[config.mk]
export PLATFORM = sky130hd
export DESIGN_NAME = load_store_unit
export DESIGN_NICKNAME = d
export VERILOG_FILES = /design/src/rtl/load_store_unit.sv
export SDC_FILE = /design/constraint.sdc
export NUM_CORES = 1
export LEC_CHECK = 0
export ABC_AREA = 1
export BUFFER_PORTS_ARGS = -buffer_cell sky130_fd_sc_hd__buf_2
export CAP_MARGIN = 20
export CORE_MARGIN = 8
export CORE_UTILIZATION = 53
export CTS_CLUSTER_DIAMETER = 120
export DETAILED_ROUTE_END_ITERATION = 8
export PLACE_DENSITY_LB_ADDON = 0.08
export SYNTH_ARGS = -nofsm -noshare
export SYNTH_HDL_FRONTEND = slang
export SYNTH_SLANG_ARGS = --single-unit
[constraint.sdc]
create_clock -name clk -period 3.2 [get_ports clk]
set_input_delay 0.64 -clock clk [delete_from_list [all_inputs] [get_ports clk]]
set_output_delay 0.64 -clock clk [all_outputs]
set_load 0.02 [all_outputs]
[src/rtl/load_store_unit.sv]
// rtl/load_store_unit.sv - RV32I load/store unit; SB/SH via 2-cycle read-modify-write; optional LSU_MISALIGN_TRAP_EN
module load_store_unit #(
    parameter int MEM_DEPTH = 1024
) (
    input  logic        clk,
    input  logic        rst,
    input  logic        req_valid,
    input  logic        req_we,
    input  logic [2:0]  funct3,
    input  logic [31:0] addr,
    input  logic [31:0] wdata,
    output logic [31:0] rdata,
    output logic        ready,
    output logic        stall,
    output logic        err,
    output logic [31:0] mem_a,
    output logic        mem_we,
    output logic [31:0] mem_wd,
    input  logic [31:0] mem_rd
);

    typedef enum logic {
        IDLE   = 1'b0,
        RMW_WR = 1'b1
    } state_t;

    localparam logic [31:0] DEPTH_W = 32'(MEM_DEPTH);

    state_t      state_q, state_d;
    logic [31:0] saved_addr_q, saved_addr_d;
    logic [2:0]  saved_funct3_q, saved_funct3_d;
    logic [15:0] saved_wdata_q, saved_wdata_d;
    logic [31:0] saved_word_q, saved_word_d;

    logic        funct_ok;
    logic        range_ok;
    logic        misalign;
    logic        req_err;
    logic [7:0]  byte_lane;
    logic [15:0] half_lane;
    logic [31:0] load_ext;
    logic [31:0] merged;

    always_comb begin
        funct_ok = 1'b0;
        if (req_we) begin
            funct_ok = (funct3 == 3'd0) || (funct3 == 3'd1) || (funct3 == 3'd2);
        end else begin
            funct_ok = (funct3 == 3'd0) || (funct3 == 3'd1) || (funct3 == 3'd2) ||
                       (funct3 == 3'd4) || (funct3 == 3'd5);
        end
        range_ok = ({2'b00, addr[31:2]} < DEPTH_W);
`ifdef LSU_MISALIGN_TRAP_EN
        misalign = (((funct3 == 3'd1) || (funct3 == 3'd5)) && addr[0]) ||
                   ((funct3 == 3'd2) && (addr[1:0] != 2'b00));
`else
        // Misaligned low bits are simply dropped by lane selection below.
        misalign = 1'b0;
`endif
        req_err = !funct_ok || !range_ok || misalign;
    end

    always_comb begin
        byte_lane = 8'h00;
        unique case (addr[1:0])
            2'd0: byte_lane = mem_rd[7:0];
            2'd1: byte_lane = mem_rd[15:8];
            2'd2: byte_lane = mem_rd[23:16];
            2'd3: byte_lane = mem_rd[31:24];
        endcase
        half_lane = addr[1] ? mem_rd[31:16] : mem_rd[15:0];
        load_ext = 32'h0;
        case (funct3)
            3'd0:    load_ext = {{24{byte_lane[7]}}, byte_lane};
            3'd1:    load_ext = {{16{half_lane[15]}}, half_lane};
            3'd2:    load_ext = mem_rd;
            3'd4:    load_ext = {24'h0, byte_lane};
            3'd5:    load_ext = {16'h0, half_lane};
            default: load_ext = 32'h0;
        endcase
    end

    always_comb begin
        merged = saved_word_q;
        if (saved_funct3_q == 3'd0) begin
            merged[{saved_addr_q[1:0], 3'b000} +: 8] = saved_wdata_q[7:0];
        end else if (saved_addr_q[1]) begin
            merged[31:16] = saved_wdata_q;
        end else begin
            merged[15:0] = saved_wdata_q;
        end
    end

    always_comb begin
        state_d        = state_q;
        saved_addr_d   = saved_addr_q;
        saved_funct3_d = saved_funct3_q;
        saved_wdata_d  = saved_wdata_q;
        saved_word_d   = saved_word_q;
        rdata          = 32'h0;
        ready          = 1'b0;
        stall          = 1'b0;
        err            = 1'b0;
        mem_we         = 1'b0;
        mem_wd         = 32'h0;
        mem_a          = {addr[31:2], 2'b00};

        unique case (state_q)
            IDLE: begin
                if (req_valid) begin
                    if (req_err) begin
                        err   = 1'b1;
                        ready = 1'b1;
                    end else if (!req_we) begin
                        ready = 1'b1;
                        rdata = load_ext;
                    end else if (funct3 == 3'd2) begin
                        mem_we = 1'b1;
                        mem_wd = wdata;
                        ready  = 1'b1;
                    end else begin
                        // Sub-word store: grab the current word, write the merged value next cycle.
                        stall          = 1'b1;
                        saved_addr_d   = addr;
                        saved_funct3_d = funct3;
                        saved_wdata_d  = wdata[15:0];
                        saved_word_d   = mem_rd;
                        state_d        = RMW_WR;
                    end
                end
            end
            RMW_WR: begin
                mem_a   = {saved_addr_q[31:2], 2'b00};
                mem_we  = 1'b1;
                mem_wd  = merged;
                ready   = 1'b1;
                state_d = IDLE;
            end
        endcase

        if (rst) begin
            rdata  = 32'h0;
            ready  = 1'b0;
            stall  = 1'b0;
            err    = 1'b0;
            mem_we = 1'b0;
        end
    end

    always_ff @(posedge clk) begin
        if (rst) begin
            state_q        <= IDLE;
            saved_addr_q   <= 32'h0;
            saved_funct3_q <= 3'h0;
            saved_wdata_q  <= 16'h0;
            saved_word_q   <= 32'h0;
        end else begin
            state_q        <= state_d;
            saved_addr_q   <= saved_addr_d;
            saved_funct3_q <= saved_funct3_d;
            saved_wdata_q  <= saved_wdata_d;
            saved_word_q   <= saved_word_d;
        end
    end

endmodule
Word level (Yosys, flattened, before mapping)
Cells that the tools add are included.
Widths: inputs -> output; s select.
{"block": "totals", "output_inout_bits": 100, "wordCells": 71, "ff_bits": 84, "in_bits": 103}
{"block": "classes", "addsub": 1, "n_reduce_logical": 11, "shift": 2, "eq_ne": 7, "n_mux": 41, "bitwise_logic": 3, "magnitude_cmp": 1}
{"op": "$mux 32", "count": 11}
{"op": "$pmux 32 s5", "count": 1}
{"op": "$pmux 32 s2", "count": 1}
{"op": "$mux 16", "count": 3}
{"op": "$bwmux 32", "count": 1}
{"op": "$pmux 8 s4", "count": 1}
{"op": "$shift 8x7->32 const A", "count": 1}
{"op": "$shiftx 8x7->32", "count": 1}
{"op": "$lt 30x11->1 const B", "count": 1}
{"op": "$mux 1", "count": 20}
{"op": "$neg 5->7", "count": 1}
{"op": "$eq 3x3->1 const B", "count": 2}
{"op": "$logic_not 3->1", "count": 2}
{"op": "$pmux 1 s2", "count": 3}
{"op": "$logic_or 1x1->1", "count": 5}
{"op": "$reduce_and 5->1", "count": 1}
{"op": "$eq 2x2->1 const B", "count": 2}
{"op": "$eq 3x1->1 const B", "count": 1}
{"op": "$eq 3x2->1 const B", "count": 1}
{"op": "$not 1->1", "count": 3}
{"op": "$eq 2x1->1 const B", "count": 1}
{"op": "$logic_not 1->1", "count": 2}
{"op": "$logic_not 2->1", "count": 1}

Logic depth before layout (Yosys ltp)
Gate-level depths: netlist of the first run.
{"block": "depth", "depth_word": 12, "ltp_mapped": 11, "mapped_depth_nobuf": 9}

Worst setup path after synthesis of the first run
Ideal clock, no wire load.
{"block": "synth_timing", "kind": "flip-flop to output port", "from": "reg saved_addr_q[1]", "to": "out mem_wd[13]", "stages_incl_launch_ff": 12, "required_time_ps": 2560, "arrival_ps": 2108, "path_buffers": 3, "setup_slack_ps": 452, "path_cell_list": "dfxtp_1 > clkbuf_1 > inv_1 > clkbuf_1 > ha_1 > buf_2 > nand2_1 > nor2_1 > nand2_1 > nand3_1 > o211ai_1 > o21ai_1"}
{"block": "synth_between", "elab_chain_cells": 5, "elab_cells_between_ends": 7, "classes_between": "1 x add/sub; 2 x shift; 4 x mux"}
{"item": "from (decl)", "line": "30", "source": "logic [31:0] saved_addr_q, saved_addr_d;"}
{"item": "from (signal assigned)", "line": "159", "source": "saved_addr_q <= saved_addr_d;"}
{"item": "$neg 5->7", "line": "86", "source": "merged[{saved_addr_q[1:0], 3'b000} +: 8] = saved_wdata_q[7:0];"}
{"item": "$shiftx 8x7->32 / $shift 8x7->32 (equally long branches)", "line": "86"}
{"item": "$bwmux 32", "line": "86"}
{"item": "$mux 32 *", "line": "85", "source": "if (saved_funct3_q == 3'd0) begin"}
{"item": "$pmux 32 s2 *", "line": "108", "source": "unique case (state_q)"}
{"item": "to (decl)", "line": "18", "source": "output logic [31:0] mem_wd,"}
Mark *: on every way between the ends. The rest lies on a longest branch, timed or not.

Final worst setup path of the first run
{"block": "layout_timing", "from": "reg saved_addr_q[1]", "to": "out mem_wd[24]"}
The elaborated chain is that of the path after synthesis.

==> results of run 1 <==
flip-flops by register name, summed over array words and instances (netlist names):
signal / cells
saved_funct3_q: 3
state_q: 1
saved_addr_q: 32
saved_word_q: 32
saved_wdata_q: 16
tightest hold or removal path: stages (launching register included):
cell,delay (ns)
dfxtp_1,0.31
nand3_1,0.07
inv_1,0.03
timing repair:
action,4_1_cts,5_1_grt
resized for setup,0,1
endpoints found under the setup margin,0,8
buffers inserted,0,0
endpoints found under the hold margin,0,0
through the flow:
step	util (%)	hold slack (ns)	power, uW	setup slack [ns]
final	65.9	0.456	2520	0.249
after global routing	65.9	0.470	2610	0.0211
after CTS	65.8	0.456	2530	0.168
after detailed placement	63.1	0.447	1400	0.251
after global placement	63.1	0.444	1410	0.318
after floorplan	-	0.433	1260	0.452
where the power goes:
group	switching (uW)	internal, uW
Sequential	0.000193	1050
Combinational	226	113
Clock	432	703
Yosys cell counts:
cell type	number	area, sq um
a21oi_1	39	195
a21oi_2	9	78.8
buf_1	3	11.3
buf_2	21	105
buf_4	5	37.5
buf_6	1	11.3
clkbuf_1	50	188
clkbuf_2	3	15.0
clkinv_1	3	11.3
conb_1	1	3.75
dfxtp_1	84	1680
ha_1	5	62.6
inv_1	193	724
inv_2	9	33.8
nand2_1	412	1550
nand3_1	76	380
nand3_2	1	10.0
nand3_4	1	17.5
nand4_1	61	382
nand4_4	1	21.3
nor2_1	32	120
nor2_2	1	6.26
nor2_4	1	11.3
nor2_8	1	20.0
nor3_1	5	25.0
nor3_2	3	30.0
nor3_4	1	16.3
o211ai_1	32	240
o21ai_0	63	315
o21ai_1	34	170
o21ai_2	1	8.76
o22ai_1	16	100
worst max-delay path by stage:
stage,start,to,slack (ns)
floorplan,saved_addr_q[1],mem_wd[13],0.45
global placement,funct3[2],saved_addr_q[19],0.32
detailed placement,funct3[0],saved_funct3_q[2],0.25
CTS,saved_addr_q[1],mem_wd[21],0.17
global route,saved_addr_q[1],mem_wd[18],0.02
finish,saved_addr_q[1],mem_wd[24],0.25
layout make-up:
cell class	count	area (sq um)	area share, %
Timing Repair Buffer	221	1170	14.7
Multi-Input combinational cell	797	3780	47.6
Clock inverter	6	87.6	1.10
Tap cell	168	210	2.65
Sequential cell	84	1680	21.2
Inverter	205	769	9.69
Clock buffer	10	239	3.01
per-layer routing:
metal / global-route usage (%) / vias up
li1: - / 3999
met1: 36.3 / 3403
met2: 37.7 / 301
met3: 7.45 / 19
met4: 5.81 / 0
met5: 0 / -
cells by family after synthesis:
family          synth area share (%)
fa+ha+maj                      0.951
simple gates                    39.3
compound gates                  16.8
buf+inv                         17.3
flops                           25.6
other cells                   0.0570
placed cells by master, fill, tap and decap left out, types with 32 or more instances in the layout:
cell type and count:
buf_2 200, a21oi_1 39, dfxtp_1 83, o211ai_1 32, nand2_1 412, inv_1 192, nand4_1 61, o21ai_0 63
nand3_1 76, o21ai_1 34
==> summary.md, run 1 <==
| Metric | Value |
|---|---|
| PwrDens | `317 nW/um^2` |
| CP Cell Sequence | `inv_1 -> ha_1 -> nor3_1 -> buf_4 -> nand2_1 -> nand3_1 -> o211ai_1 -> o21ai_1 -> buf_2` |
| Cell count of the worst reg-to-reg path | `6` |
| Setup violations, final | `0` |
| CP max stage delay | `about 0.60 ns` |
| Core Box Area | `12100 sq um` |
| Family with the most delay on the worst path | `adder cells` |
| Vias per cell | `approximately 5.2` |
| Slew of the pin with the lowest slew margin | `just under 0.7 ns` |
| Max layer used | `met4` |
| Worst Hold Class | `reg2reg` |
| Via count | `approximately 7700` |
| Vert. Die Dim | `between 100 and 150 um` |
| CTS tree | `built` |
| Crit path capture type | `output pin` |
| Yosys reg bits | `84` |
| Vias in the first global route | `6733` |
| Layout cells sized above 1 | `20.3%` |
| Post-synthesis sequential area ratio | `approximately a quarter` |
| GP Congestion | `a little under 1` |
| Status | `complete, no violations` |
| Leakage power | `~0.0047 uW` |
| Cell area after synthesis | `6580 sq um` |
| Hold depth | `2` |
| DRC viols | `0` |
| Initial antenna violation count | `0` |
| Slowest cell on crit path | `ha_1` |
| # rows | `40` |
| Nets | `1426` |
| Critical setup path kind | `reg2out` |
| Initial core utilization | `a little over half` |
| Unique cell type count in the Yosys netlist | `32` |
| RSZ-0062 raised after global routing | `false` |
| Hold endpoint | `saved_addr_q[31]` |
| CTS max path bufs | `2` |
| Met2 wire len | `approximately 9000 um` |
| Root Driver | `clkbuf_16` |
| DRT Pass-1 Iters | `6` |
| Clock period minus worst slack | `about 3 ns` |
| Worst path depth | `9` |
| Num CTS Buffers | `9` |
| IO buf count | `200` |
| GRT Total Usage | `~26%` |
| Fill cells | `1203` |
| Dpl cell area | `7610 sq um` |
| Slew headroom | `a little over half` |
| Skew final | `between 0.007 and 0.008 ns` |
| CP startpoint kind | `flop` |
| Fin area | `about 7900 sq um` |
| Reg2reg setup slack | `~1.5 ns` |
| Synth Area per Inst | `about 5.6 sq um` |
| Min-delay src | `saved_addr_q[31]` |
| Global-route wire length before repair | `~34000 um` |
| Cells after DPL | `roughly 1500` |
| Die width | `between 100 and 150 um` |
| Max frequency | `339 MHz` |
| Synthesis warning total | `0` |
| Drt total wl | `about 21000 um` |
| Crit path DAT | `2.31 ns` |
| Die area | `~16000 sq um` |
| # hold bufs at CTS | `0` |
| Synth Instances | `between 1000 and 1500` |
| Final cell count without fillers | `between 1000 and 1500` |
| RR Startpoint | `state_q` |
| CTS clk-pin slew, worst paths | `0.06 ns` |
| IO Count | `slightly above 200` |
| Worst R2R End | `saved_funct3_q[2]` |
| WP buf/inv | `3` |
| Setup TNS | `0 ns` |
| DR iter-0 viols | `around 780` |
| Required @ worst endpoint | `~2.6 ns` |
| M1 wire length | `around 10000 um` |
| ANT nets after route | `0` |
| Clk sinks | `84` |
| Layout Area Growth over Synthesis | `20.7%` |
| Max-cap check violation count | `0` |
| Fin crit share | `slightly above 90%` |
| Final Hold Viols | `0` |
| DR WL/cell | `approximately 14 um` |
| CTS H-Tree Depth | `3` |
| HPWL Detailed | `around 16000 um` |
| Pin count of the biggest net entering global routing | `65` |
| GR Overflow Total | `0` |
| Skew-Pair Late Insertion Delay | `~0.35 ns` |
| Crit-path max FO | `14` |
| Met3 WL post-DR | `just under 2000 um` |
| Diodes inserted | `0` |
| Max Slew Vio Count | `0` |
| Worst vdd ir | `~0.00020 V` |
No activity file was read; power rests on OpenSTA's default activity.
==> inputs of run 2 (changes only) <==
--- a/config.mk
+++ b/config.mk
@@ -5,14 +5,15 @@
 export SDC_FILE = /design/constraint.sdc
 export NUM_CORES = 1
 export LEC_CHECK = 0
-export ABC_AREA = 1
+export ABC_AREA = 0
 export BUFFER_PORTS_ARGS = -buffer_cell sky130_fd_sc_hd__buf_2
 export CAP_MARGIN = 20
 export CORE_MARGIN = 8
-export CORE_UTILIZATION = 53
+export CORE_UTILIZATION = 50
 export CTS_CLUSTER_DIAMETER = 120
 export DETAILED_ROUTE_END_ITERATION = 8
 export PLACE_DENSITY_LB_ADDON = 0.08
+export REMOVE_ABC_BUFFERS = 1
 export SYNTH_ARGS = -nofsm -noshare
 export SYNTH_HDL_FRONTEND = slang
 export SYNTH_SLANG_ARGS = --single-unit
==> summary.md, run 2 <==
| Metric | Value |
|---|---|
| Sw frac | `26.5% (+0.37 points)` |
| Unique cell type count in the Yosys netlist | `50 (+56%)` |
| Initial core utilization | `50.9% (-3.7 points)` |
| DR iter-0 viols | `509 (-34%)` |
| Multi-input gate area | `3450 sq um (-8.8%)` |
| Required @ worst endpoint | `2.56 ns (about the same)` |
| Part of the power in registers | `50.6% (+9.1 points)` |
| DRC viols | `0 (unchanged)` |
| Comb power frac | `13.8% (+0.3 points)` |
| ANT nets after route | `0 (unchanged)` |
| Vert. Die Dim | `121 um (-5.2%)` |
| Fin util | `63.0% (-2.9 points)` |
| EDFF count, synth | `0 (unchanged)` |
| Synth top cells by count | `135 x a21oi_1, 84 x dfxtp_1, 64 x nand3_1` |
| Crit path DAT | `2.49 ns (+0.18 ns)` |
| DRT Pass-1 Iters | `5 (-1)` |
| Fill cells | `1021 (-15%)` |
| Max-cap check violation count | `0 (unchanged)` |
| IO Count | `203 (unchanged)` |
| Crit path capture type | `output pin` |
| Layout cells sized above 1 | `33.2% (+13 points)` |
| Largest regs | `saved_addr_q (32), saved_word_q (32), saved_wdata_q (16)` |
| Register area | `1680 sq um (about the same)` |
| Critical setup path kind | `reg2out` |
| Layout Area Growth over Synthesis | `23.8%` |
| Num CTS Buffers | `9 (unchanged)` |
| Cells after DPL | `1009 (-32%)` |
| Clock share of power | `35.5% (-9.6 points)` |
| Final setup margin | `0.0749 ns (-0.174 ns)` |
| Synth Instances | `716 (-39%)` |
| Pin count of the biggest net entering global routing | `86 (+32%)` |
| Root Driver | `clkbuf_8` |
| DR WL/cell | `19.0 um (+32%)` |
| GP Congestion | `0.881 (-8.4%)` |
| IO buf count | `200 (unchanged)` |
| Global-route wire length before repair | `30800 um (-11%)` |
| Final Hold Viols | `0 (unchanged)` |
| Tot Pwr | `2060 uW (-18%)` |
| Pre-CTS setup slack | `0.136 ns (-0.115 ns)` |
| Post-synthesis sequential area ratio | `30.6% (+5.1 points)` |
| Synthesis warning total | `0 (unchanged)` |
| Top cell type's share of synthesized area | `30.6% (+5.1 points)` |
| Yosys reg bits | `84 (unchanged)` |
| Worst vdd ir | `0.000302 V (+53%)` |
| Fin crit share | `97.7% (+5.4 points)` |
| Post-synth ARST share | `0% (unchanged)` |
| CTS H-Tree Depth | `3 (unchanged)` |
| Vias in the first global route | `6032 (-10%)` |
| Worst Hold Class | `reg2reg` |
| Die width | `121 um (-5.2%)` |
| Count leader, synth | `a21oi_1` |
| Slew headroom | `40.1% (-14 points)` |
| # rows | `38 (-5.0%)` |
| Final cell count without fillers | `1026 (-31%)` |
| Max frequency | `320 MHz (-5.6%)` |
| Core Box Area | `10800 sq um (-11%)` |
| Slew of the pin with the lowest slew margin | `0.899 ns (+0.223 ns)` |
| Setup violations, final | `0 (unchanged)` |
| Status | `complete, no violations` |
| Cell area after synthesis | `5490 sq um (-17%)` |
| GR Overflow Total | `0 (unchanged)` |
| Psw | `547 uW (-17%)` |
| Most frequent cells in the layout | `200 x buf_2, 135 x a21oi_1, 82 x dfxtp_1` |
| Primary FF master, synth | `dfxtp_1` |
| Ranking of synthesized cells by area | `dfxtp_1 31%, a21oi_1 12%, mux2_2 6.6%` |
| CTS tree | `built` |
| Die area | `14600 sq um (-10%)` |
| Skew final | `0.00881 ns (+0.00178 ns)` |
| Post-synth top area cell | `dfxtp_1` |
| Leakage power | `0.00290 uW (-39%)` |
| Synth Area per Inst | `7.67 sq um (+36%)` |
| GRT Total Usage | `25.7% (-0.036 points)` |
| Via count | `6274 (-19%)` |
| Max Slew Vio Count | `0 (unchanged)` |
| Diodes inserted | `0 (unchanged)` |
| RSZ-0062 raised after global routing | `false` |
| Initial antenna violation count | `0 (unchanged)` |
| WHS | `0.474 ns (+0.0185 ns)` |
| CTS clk-pin slew, worst paths | `0.08 ns (+0.02 ns)` |
| CTS max path bufs | `2 (unchanged)` |
| Drt total wl | `19500 um (-9.3%)` |
| Skew-Pair Late Insertion Delay | `0.36 ns (about the same)` |
| Clock period minus worst slack | `3.13 ns (+0.174 ns)` |
| Commonest non-fill, non-tap cell in the layout | `buf_2` |
| HPWL Detailed | `14100 um (-12%)` |
| PwrDens | `303 nW/um^2 (-4.4%)` |
| Clk sinks | `84 (unchanged)` |
| Cell-internal power | `1520 uW (-19%)` |
| Crit-path max FO | `13 (-1)` |
| CP startpoint kind | `flop` |
| Vias per cell | `6.12 (+18%)` |
| Nets | `990 (-31%)` |
-- run 2: changes by cell type in the layout (fill, tap and decap cells not counted), moves of 17 or more --
cell	before	now
nand2_1	412	26
inv_1	192	14
a21oi_1	39	135
nand4_1	61	13
nor2b_1	0	33
mux2_2	0	32
o211ai_1	32	1
nor3b_1	0	30
o21ai_1	34	8
a21o_1	0	17
-- run 2: critical path: stages (launching register included) --
cell and delay (ns):
dfxtp_1 0.38, buf_6 0.17, ha_1 0.15, or4b_1 0.49, o41a_4 0.44, o21ai_1 0.24, a21o_1 0.11, buf_2 0.15
-- run 2: power groups by stage --
stage	Clock, uW	Sequential [uW]	Combinational [uW]
2_1_floorplan	0	1070	111
3_3_place_gp	0	1070	278
3_5_place_dp	0	1070	283
4_1_cts	745	1040	284
5_1_grt	796	1040	308
6_report	733	1040	285
-- run 2: per-layer routing --
| metal | vias up | part of all wire (%) | global-route usage, % | routed length (um) |
|---|---|---|---|---|
| met2 | 257 | 49 | 44.0 | 9480 |
| met5 | - | 0 | 0 | 0 |
| met4 | 0 | 3.1 | 10.7 | 602 |
| li1 | 2977 | - | - | - |
| met1 | 3000 | 41 | 30.6 | 7920 |
| met3 | 40 | 7.5 | 5.64 | 1460 |
-- run 2: final timing paths --
check | slack [ns] | cells past startpoint | end | start
worst max register to register | 1.50 | 6 | saved_addr_q[24] | state_q
worst min register to register | 0.47 | 1 | saved_addr_q[19] | saved_addr_q[19]
worst max-delay path | 0.07 | 7 | mem_wd[21] | saved_addr_q[1]
worst min-delay path | 0.47 | 1 | saved_addr_q[19] | saved_addr_q[19]
-- run 2: layout make-up --
| type | count | share of cell area (%) |
|---|---|---|
| Clock inverter | 4 | 0.718 |
| Clock buffer | 11 | 1.93 |
| Sequential cell | 84 | 24.8 |
| Multi-Input combinational cell | 543 | 50.8 |
| Tap cell | 140 | 2.58 |
| Inverter | 14 | 0.773 |
| Timing Repair Buffer | 230 | 18.5 |
-- run 2: repair_timing --
action	4_1_cts	5_1_grt
cloned	0	0
gates resized for setup	1	2
hold buffers	0	0
buffers inserted	2	0
endpoints found under the setup margin	8	13
-- run 2: metrics by stage --
step                      TNS, ns  area, sq um
after CTS                       0         6800
after global placement          0         6600
after floorplan            -56.67         5170
after detailed placement        0         6600
after global routing            0         6800
final                           0         6800
-- run 2: cells by family after synthesis --
group                    synth area share [%]
AO/OA/AOI/OAI                            30.7
AND/OR/NAND/NOR                          21.3
buffers and inverters                    6.88
flip-flops                               30.6
multiplexers                             9.29
adder cells (fa/ha/maj)                  1.14
other                                  0.0683
==> inputs of run 3 (changes only) <==
--- a/config.mk
+++ b/config.mk
@@ -9,7 +9,8 @@
 export BUFFER_PORTS_ARGS = -buffer_cell sky130_fd_sc_hd__buf_2
 export CAP_MARGIN = 20
 export CORE_MARGIN = 8
-export CORE_UTILIZATION = 50
+export CORE_UTILIZATION = 52
+export CTS_BUF_LIST = sky130_fd_sc_hd__clkbuf_4
 export CTS_CLUSTER_DIAMETER = 120
 export DETAILED_ROUTE_END_ITERATION = 8
 export PLACE_DENSITY_LB_ADDON = 0.08
==> summary.md, run 3 (synthesis gave the netlist of run 2 again) <==
| Metric | Value |
|---|---|
| Num CTS Buffers | `9 (unchanged)` |
| Worst setup path endpoint | `rdata[2]` |
| Critical setup path kind | `reg2out` |
| CTS tree | `built` |
| Pre-CTS setup slack | `0.0421 ns (-0.0935 ns)` |
| Required @ worst endpoint | `2.56 ns (about the same)` |
| Crit path capture type | `output pin` |
| Nets | `994 (+0.40%)` |
| Core Box Area | `10300 sq um (-4.8%)` |
| Vias in the first global route | `6454 (+7.0%)` |
| Crit path DAT | `2.54 ns (+0.05 ns)` |
| Initial antenna violation count | `0 (unchanged)` |
| Final setup margin | `0.0196 ns (-0.0553 ns)` |
| Root Driver | `clkbuf_4` |
| Commonest non-fill, non-tap cell in the layout | `buf_2` |
| Status | `complete, no violations` |
| ANT nets after route | `0 (unchanged)` |
| Fin util | `66.3% (+3.3 points)` |
| Final cell count without fillers | `1028 (+0.19%)` |
| Fill cells | `914 (-10%)` |
| Vert. Die Dim | `119 um (-1.7%)` |
| Via count | `6366 (+1.5%)` |
| Fin area | `6820 sq um (+0.24%)` |
| Grt met2 use | `44.9% (+0.85 points)` |
| Vias per cell | `6.19 (+1.3%)` |
| Pin count of the biggest net entering global routing | `86 (unchanged)` |
| Skew final | `0.0117 ns (+0.00290 ns)` |
| DRT Pass-1 Iters | `6 (+1)` |
| Clk sinks | `84 (unchanged)` |
| CTS H-Tree Depth | `3 (unchanged)` |
| Multi-input gate area | `3500 sq um (+1.4%)` |
| CTS clk-pin slew, worst paths | `0.14 ns (+0.06 ns)` |
| Layout Area Growth over Synthesis | `24.1%` |
| Max-cap check violation count | `0 (unchanged)` |
| Global-route wire length before repair | `31800 um (+3.1%)` |
| Register area | `1690 sq um (+0.22%)` |
| Initial core utilization | `53.4% (+2.6 points)` |
| DRC viols | `0 (unchanged)` |
| RSZ-0062 raised after global routing | `true` |
| Drt total wl | `19800 um (+2.0%)` |
| Dpl cell area | `6640 sq um (+0.61%)` |
| RR Startpoint | `state_q` |
| Largest regs | `saved_addr_q (32), saved_word_q (32), saved_wdata_q (16)` |
| Worst vdd ir | `0.000178 V (-41%)` |
| Clock period minus worst slack | `3.18 ns (+0.0553 ns)` |
| CTS max path bufs | `2 (unchanged)` |
| WHS | `0.447 ns (-0.0273 ns)` |
| Cells after DPL | `1011 (+0.20%)` |
| Worst R2R End | `saved_addr_q[28]` |
| Final Hold Viols | `0 (unchanged)` |
| Setup Buffers After CTS | `0 (-2)` |
| GR Layer Usage met1 | `30.9% (+0.39 points)` |
| Slew headroom | `38.7% (-1.4 points)` |
| Top Usage Layer GRT | `met2` |
| Setup violations, final | `0 (unchanged)` |
| DR WL/cell | `19.3 um (+1.8%)` |
| IO Count | `203 (unchanged)` |
| Skew-Pair Late Insertion Delay | `0.43 ns (+0.07 ns)` |
| HPWL Detailed | `13900 um (-1.0%)` |
| GRT Total Usage | `26.9% (+1.2 points)` |
| DR iter-0 viols | `644 (+27%)` |
| GP Congestion | `0.871 (-1.1%)` |
| Critical path origin | `state_q` |
| # rows | `37 (-2.6%)` |
| Crit-path max FO | `7 (-6)` |
| Layout cells sized above 1 | `34.4% (+1.2 points)` |
| CP startpoint kind | `flop` |
| Max frequency | `314 MHz (-1.7%)` |
| GR Overflow Total | `0 (unchanged)` |
| IO buf count | `200 (unchanged)` |
| Slew of the pin with the lowest slew margin | `0.919 ns (+0.0203 ns)` |
| Reg2reg setup slack | `1.33 ns (-0.17 ns)` |
| Max Slew Vio Count | `0 (unchanged)` |
| Worst Hold Class | `in2reg` |
| Die width | `119 um (-1.7%)` |
| Most frequent cells in the layout | `200 x buf_2, 135 x a21oi_1, 81 x dfxtp_1` |
| Cell count of the worst reg-to-reg path | `6 (unchanged)` |
| Met3 GRT Util | `8.14% (+2.5 points)` |
| Fin crit share | `99.4% (+1.7 points)` |
| Leakage power | `0.00290 uW (-0.19%)` |
| Die area | `14100 sq um (-3.3%)` |
| PwrDens | `274 nW/um^2 (-9.7%)` |
run 3: metal layers:
metal	wire length, um	part of all wire (%)
met1	7810	39
met3	2020	10
met2	9350	47
met5	0	0
met4	667	3.4
run 3: repair_timing:
action,CTS,global route
setup endpoints to repair,11,24
cloned,0,0
pin swaps,0,1
hold buffers,0,0
hold endpoints to repair,0,0
gates resized for setup,4,16
run 3: final cells by class:
type                            count  share of cell area, %
Inverter                           14                  0.771
Sequential cell                    84                   24.8
Clock inverter                      5                  0.441
Tap cell                          136                   2.50
Timing Repair Buffer              234                   19.0
Multi-Input combinational cell    543                   51.4
Clock buffer                       10                   1.10
Antenna cell                        2                 0.0734
run 3: per-stage QoR:
step           power (uW)  TNS [ns]
4_1_cts              1880         0
3_5_place_dp         1350         0
3_3_place_gp         1340         0
2_1_floorplan        1180    -56.67
5_1_grt              1940    -0.289
6_report             1870         0
run 3: how the worst min path moves through the flow:
| stage | startpoint | end | depth (start not counted) |
|---|---|---|---|
| after floorplan | saved_addr_q[10] | saved_addr_q[10] | 2 |
| after global placement | saved_addr_q[11] | saved_addr_q[11] | 2 |
| after detailed placement | saved_addr_q[26] | saved_addr_q[26] | 1 |
| after CTS | wdata[10] | saved_wdata_q[10] | 3 |
| after global routing | addr[3] | saved_addr_q[3] | 3 |
| final | wdata[11] | saved_wdata_q[11] | 3 |
run 3: report_power, final:
| group | switching [uW] | internal [uW] | leakage (uW) |
|---|---|---|---|
| registers | 0.0000434 | 1040 | 0.000678 |
| clock network | 374 | 161 | 0.0000597 |
| logic | 171 | 117 | 0.00216 |
| total | 546 | 1320 | 0.00290 |
run 3: critical path, cell delays in order (launching register included):
cell and delay, ns:
dfxtp_2 0.35, or3b_2 0.52, nor2_2 0.17, nand3_1 0.29, a2111oi_0 0.50, buf_2 0.27
